--- src/rtl/branch_predict_unit.sv ---
// ---------------------------------------------------------------------------
// branch_predict_unit
//   Dynamic branch predictor with a direct-mapped branch history table and
//   branch target buffer. It also resolves branches in the EX stage.
//
//   Fetch side
//     The fetch PC indexes the tables. When the entry is valid, its tag
//     matches and the counter MSB is set, the unit predicts taken and
//     supplies the stored target.
//
//   EX side
//     The unit resolves the branch condition on the forwarded operands. It
//     detects a mispredict against the prediction carried down the pipe and
//     produces the correct next PC. It also trains the tables and keeps
//     saturating statistics.
//
//   Ports
//     clk, rst                     clock, synchronous active-high reset
//     pc_f                         fetch PC
//     pred_taken_f, pred_target_f  fetch prediction (target 0 if not taken)
//     ex_valid, ex_pc              EX instruction valid and PC
//     ex_reg1, ex_reg2             forwarded rs1/rs2 operands
//     ex_br_type                   branch type code (see BT_* below)
//     ex_target                    computed branch target
//     ex_pred_taken/_target        prediction made at fetch
//     ex_br                        resolved taken
//     ex_mispredict                redirect required
//     ex_redirect_pc               correct next PC
//     br_cnt, mispred_cnt          resolved-branch / mispredict counts
//
//   Branch type encoding
//     NOBRANCH=0, BEQ=1, BNE=2, BLT=3, BLTU=4, BGE=5, BGEU=6. Code 7 is
//     undefined.
// ---------------------------------------------------------------------------
module branch_predict_unit #(
  parameter int XLEN       = 32,
  parameter int ENTRIES    = 64,
  parameter int PREDICT_EN = 1,
  parameter int CNT_W      = 32
) (
  input  logic             clk,
  input  logic             rst,
  input  logic [XLEN-1:0]  pc_f,
  output logic             pred_taken_f,
  output logic [XLEN-1:0]  pred_target_f,
  input  logic             ex_valid,
  input  logic [XLEN-1:0]  ex_pc,
  input  logic [XLEN-1:0]  ex_reg1,
  input  logic [XLEN-1:0]  ex_reg2,
  input  logic [2:0]       ex_br_type,
  input  logic [XLEN-1:0]  ex_target,
  input  logic             ex_pred_taken,
  input  logic [XLEN-1:0]  ex_pred_target,
  output logic             ex_br,
  output logic             ex_mispredict,
  output logic [XLEN-1:0]  ex_redirect_pc,
  output logic [CNT_W-1:0] br_cnt,
  output logic [CNT_W-1:0] mispred_cnt
);

  localparam logic [2:0] BT_NOBRANCH = 3'd0;
  localparam logic [2:0] BT_BEQ      = 3'd1;
  localparam logic [2:0] BT_BNE      = 3'd2;
  localparam logic [2:0] BT_BLT      = 3'd3;
  localparam logic [2:0] BT_BLTU     = 3'd4;
  localparam logic [2:0] BT_BGE      = 3'd5;
  localparam logic [2:0] BT_BGEU     = 3'd6;

  localparam int IDX_W = $clog2(ENTRIES);
  localparam int TAG_W = XLEN - IDX_W - 2;

  localparam logic [1:0] CTR_WNT = 2'd1;
  localparam logic [1:0] CTR_ST  = 2'd3;

  localparam logic PRED_ON = (PREDICT_EN != 0);

  // Table storage
  logic [ENTRIES-1:0] r_valid;
  logic [1:0]         r_ctr    [ENTRIES];
  logic [TAG_W-1:0]   r_tag    [ENTRIES];
  logic [XLEN-1:0]    r_target [ENTRIES];

  logic [CNT_W-1:0]   r_br_cnt;
  logic [CNT_W-1:0]   r_mispred_cnt;

  logic [IDX_W-1:0]   w_f_idx;
  logic [TAG_W-1:0]   w_f_tag;
  logic [IDX_W-1:0]   w_ex_idx;
  logic [TAG_W-1:0]   w_ex_tag;
  logic               w_br;
  logic               w_is_branch;
  logic               w_upd;
  logic               w_mispredict;
  logic               w_unused;

  assign w_f_idx  = pc_f[IDX_W+1:2];
  assign w_f_tag  = pc_f[XLEN-1:IDX_W+2];
  assign w_ex_idx = ex_pc[IDX_W+1:2];
  assign w_ex_tag = ex_pc[XLEN-1:IDX_W+2];

  // The low PC bits are implied by 4-byte alignment.
  assign w_unused = &{1'b0, pc_f[1:0], ex_pc[1:0]};

  // Fetch prediction: reads the table contents from before any update in
  // this cycle. The update lands at the edge.
  always_comb begin
    pred_taken_f  = 1'b0;
    pred_target_f = {XLEN{1'b0}};
    if (PRED_ON && r_valid[w_f_idx] && (r_tag[w_f_idx] == w_f_tag) &&
        r_ctr[w_f_idx][1]) begin
      pred_taken_f  = 1'b1;
      pred_target_f = r_target[w_f_idx];
    end else begin
      pred_taken_f  = 1'b0;
      pred_target_f = {XLEN{1'b0}};
    end
  end

  // Branch condition resolution and branch-type decode
  always_comb begin
    w_br        = 1'b0;
    w_is_branch = 1'b0;
    case (ex_br_type)
      BT_BEQ:  begin w_is_branch = 1'b1; w_br = (ex_reg1 == ex_reg2); end
      BT_BNE:  begin w_is_branch = 1'b1; w_br = (ex_reg1 != ex_reg2); end
      BT_BLT:  begin w_is_branch = 1'b1; w_br = ($signed(ex_reg1) <  $signed(ex_reg2)); end
      BT_BLTU: begin w_is_branch = 1'b1; w_br = (ex_reg1 <  ex_reg2); end
      BT_BGE:  begin w_is_branch = 1'b1; w_br = ($signed(ex_reg1) >= $signed(ex_reg2)); end
      BT_BGEU: begin w_is_branch = 1'b1; w_br = (ex_reg1 >= ex_reg2); end
      BT_NOBRANCH: begin w_is_branch = 1'b0; w_br = 1'b0; end
      default: begin w_is_branch = 1'b0; w_br = 1'b0; end
    endcase
    if (!ex_valid) begin
      w_br = 1'b0;
    end else begin
      w_br = w_br;
    end
  end

  assign w_upd = ex_valid & w_is_branch;

  // Mispredict when the direction is wrong, or when the branch is taken but
  // the carried target is stale.
  always_comb begin
    w_mispredict = 1'b0;
    if (w_upd) begin
      w_mispredict = (w_br != ex_pred_taken) ||
                     (w_br && (ex_pred_target != ex_target));
    end else begin
      w_mispredict = 1'b0;
    end
  end

  assign ex_br          = w_br;
  assign ex_mispredict  = w_mispredict;
  assign ex_redirect_pc = w_br ? ex_target : (ex_pc + {{(XLEN-3){1'b0}}, 3'd4});
  assign br_cnt         = r_br_cnt;
  assign mispred_cnt    = r_mispred_cnt;

  // Valid bits and 2-bit saturating counters (reset: invalid, weakly not-taken)
  always_ff @(posedge clk) begin
    if (rst) begin
      r_valid <= {ENTRIES{1'b0}};
      for (int i = 0; i < ENTRIES; i++) begin
        r_ctr[i] <= CTR_WNT;
      end
    end else if (w_upd) begin
      if (w_br) begin
        r_valid[w_ex_idx] <= 1'b1;
        if (r_ctr[w_ex_idx] != CTR_ST) begin
          r_ctr[w_ex_idx] <= r_ctr[w_ex_idx] + 2'd1;
        end
      end else if (r_ctr[w_ex_idx] != 2'd0) begin
        r_ctr[w_ex_idx] <= r_ctr[w_ex_idx] - 2'd1;
      end
    end
  end

  // Tag and target payload: written only by taken updates, so needs no reset
  always_ff @(posedge clk) begin
    if (!rst && w_upd && w_br) begin
      r_tag[w_ex_idx]    <= w_ex_tag;
      r_target[w_ex_idx] <= ex_target;
    end
  end

  // Saturating statistics counters
  always_ff @(posedge clk) begin
    if (rst) begin
      r_br_cnt      <= {CNT_W{1'b0}};
      r_mispred_cnt <= {CNT_W{1'b0}};
    end else if (w_upd) begin
      if (r_br_cnt != {CNT_W{1'b1}}) begin
        r_br_cnt <= r_br_cnt + {{(CNT_W-1){1'b0}}, 1'b1};
      end
      if (w_mispredict && (r_mispred_cnt != {CNT_W{1'b1}})) begin
        r_mispred_cnt <= r_mispred_cnt + {{(CNT_W-1){1'b0}}, 1'b1};
      end
    end
  end

endmodule

--- config.mk ---
export PLATFORM = sky130hd
export DESIGN_NAME = branch_predict_unit
export DESIGN_NICKNAME = d
export VERILOG_FILES = /design/src/rtl/branch_predict_unit.sv
export SDC_FILE = /design/constraint.sdc
export NUM_CORES = 2
export LEC_CHECK = 0
export BUFFER_PORTS_ARGS = -buffer_cell sky130_fd_sc_hd__buf_2
export CORE_MARGIN = 2
export CORE_UTILIZATION = 50
export DETAILED_ROUTE_END_ITERATION = 7
export PLACE_DENSITY = 0.68
export SLEW_MARGIN = 30
export SYNTH_ARGS = -nofsm -noshare
export SYNTH_HDL_FRONTEND = slang
export SYNTH_SLANG_ARGS = --single-unit
--- constraint.sdc ---
create_clock -name clk -period 6.1 [get_ports clk]
set_clock_uncertainty 0.1 [all_clocks]
set_input_delay 0.61 -clock clk [delete_from_list [all_inputs] [get_ports clk]]
set_output_delay 0.61 -clock clk [all_outputs]
set_load 0.01 [all_outputs]
==> metrics.cfg <==
[placement]
dp.cells=11800
gp_congestion=0.886
hpwl_um=262000
io_buffer_count=327

[setup_path]
crit_start=pc_f[2]
critPathRequiredTime_ns=5.39
startpoint_type=input port
r2r_start=r_ctr[25][0]
cpMostUsedCell=buf_12
path_class=input port to output pin
r2r.worst_path.cells=9
worst-path-max-fanout=42
endpoint_kind=output pin
critPathMaxStageDelay_ns=0.76
cp.arrival_ns=5.44
path_cells=buf_12 > buf_4 > mux4_2 > mux2_2 > o22ai_1 > a221oi_1 > xnor2_1 > a31oi_1 > a21oi_1 > and4bb_2 > buf_12 > and3_1 > buf_2
cp_slowest_cell=xnor2_1

[clock_tree]
cts_buffers=383
clk_path_buf_depth=4
h-tree-depth=5
tritoncts=done
root_buffer=clkbuf_16
clk_latency_ns=0.95
cts.sinks=3840
post_cts_buffers=0
hold_buffers=6
cts.clk_slew.worst_paths_ns=0.06
cts_resized=0

[logic_synthesis]
synth_nets=7658
synthMuxAreaShare_pct=16.8
syn_area_per_cell_um2=20.6
ys_types=81
synth_top_family_by_area=multiplexers
synth-compound-area-share_pct=2.68
netlist_area_um2=153000
synth_edf_count=3712
yosys_warnings=0
synth_fa_ha_area_share_pct=0.286
async_flop_share_pct=0
synth_cells=7424
synthSimpleGateAreaFrac_pct=3.25
synth-seq-cells=3840
yosysSeqAreaShare_pct=74.6
synth-xor-area-share_pct=0.664
synth-main-ff-cell=edfxtp_1

[flow_run]
cap_viol_max_count=0

[layout]
drive_above_1_share_pct=28.4
multi_input_area_um2=36800
final_cell_mix=edfxtp_1 (3,712), mux4_2 (958), clkbuf_16 (391)
finish.net_count=8306
final_util_pct=57.3
syn_to_final_growth_pct=14.3
mostFrequentLayoutCell=edfxtp_1
nFillCells=22100
instances_no_fill=12500
ff_latch_area_um2=114000

[pwr]
ir_worst_vdd_mv=0.277
finalPower_uw=55100
p_per_area_nw_per_um2=316
p_leak_uw=0.0559

[sta]
hold_violations=0
fin_crit_sh_pct=101
final_max_slew_viol_count=0
relSlewSlack_pct=27.9
rsz0062_at_grt=false
fin_ws_ns=-0.0544
setup_viol=19
period_needed_ns=6.15
worst_pin_slew_ns=1.08
max_freq_mhz=162

[drt]
wire_per_inst_um=37.3
wl_um=466000
dr.pass1.iters=6
vias_per_cell=6.68
route.vias.total=83600
ant_nets=0
drt-initial-drc-count=13300
route.detailed.drc=0

[die]
num_rows=203
die_x_um=557
floorplan.initialDensity_pct=50.1
die_y_um=557
ioPinCount=330
die_area_um2=310000
fp.coreArea_um2=305000

[global_route]
grt_start_max_net_pins=161
grt_pass1_vias=81500
grtUsageTotal_pct=29.9
grt_antenna_before_repair=36
grt_pass1_wl_um=641000
grt-ovfl-total=0

[worst_hold_path]
whs_path_depth=1
worstHoldStart=ex_pc[18]
hp-class=input port to register

[run_status]
violations=setup timing
status=finished, violations left

==> registers in the layout (all words and copies together), names as in the netlist <==
register / count
r_target: 2048
r_tag: 1536
r_ctr: 128
r_valid: 64
br_cnt: 32
mispred_cnt: 32
==> report_power, final <==
| group | internal, uW | switching, uW |
|---|---|---|
| registers | 29000 | 25.2 |
| logic | 1180 | 2050 |
| clock network | 12900 | 10000 |
| total | 43000 | 12100 |
==> synthesized netlist by cell type, types with 13 or more instances <==
cell	n	area [um^2]
xor2_1	87	762
a31o_2	32	280
nor2_1	238	893
nand2_1	217	815
mux2i_1	254	2540
a21o_1	15	113
mux4_2	958	21600
buf_6	25	282
mux4_1	37	972
mux2_2	51	574
a31oi_1	20	125
and2_1	26	163
a22o_1	17	149
nor3_1	93	465
buf_1	29	109
o21ai_0	35	175
o22ai_1	77	482
a22oi_1	178	1340
xnor2_1	29	254
clkbuf_1	242	908
a211oi_1	18	135
ha_1	35	438
and4_1	13	114
edfxtp_1	3712	111000
nand3_1	122	611
inv_1	114	428
nor2b_1	55	344
a21oi_1	76	380
buf_2	122	611
nor4_1	24	150
or3_1	19	119
nand4_1	62	388
buf_4	20	150
a41o_1	34	340
dfxtp_1	128	2560
and3_1	55	344
==> cell type report <==
class	count	area share, %
sequential	3840	65.3
multi-input combinational	3013	21.1
clock buffer	479	5.81
timing repair buffer	718	3.54
tap	4100	2.94
clock inverter	216	1.10
inverter	116	0.254
antenna	32	0.0458
==> metrics by stage <==
step	hold WS (ns)	area, um^2	setup WS (ns)	setup TNS, ns
floorplan	0.351	153000	0.141	0
global placement	0.359	162000	0.0725	0
detailed placement	0.363	162000	0.0908	0
CTS	0.0128	175000	0.0991	0
global route	0.0130	175000	0.00297	0
finish	0.0639	175000	-0.0544	-0.376
==> routing by layer <==
metal	GRT usage (%)	part of all wire (%)	vias up	wire length, um
met5	0	0.026	-	122
met4	15.3	5.9	18	27600
met3	6.59	12	1017	54600
met2	45.5	46	5958	215000
met1	40.9	36	44300	169000
li1	-	-	32300	-
==> critical path: cells and delay by family <==
family	cells	cell delay, ns
AND/OR/NAND/NOR	2	0.58
multiplexers	2	0.87
buffers and inverters	4	1.28
XOR/XNOR	1	0.76
AO/OA/AOI/OAI	4	1.14
==> final timing paths <==
path                      endpoint  slack [ns]
hold reg to reg         r_valid[4]        0.38
setup / recovery  pred_target_f[4]       -0.05
hold / removal        r_tag[0][10]        0.06
setup reg to reg      r_ctr[29][1]        2.28
==> cell families after synthesis <==
family / after synthesis
flops: 3840
simple gates: 994
xor+xnor: 116
fa+ha+maj: 35
mux: 1300
buf+inv: 571
compound gates: 568
(Power assumes the default switching activity.)
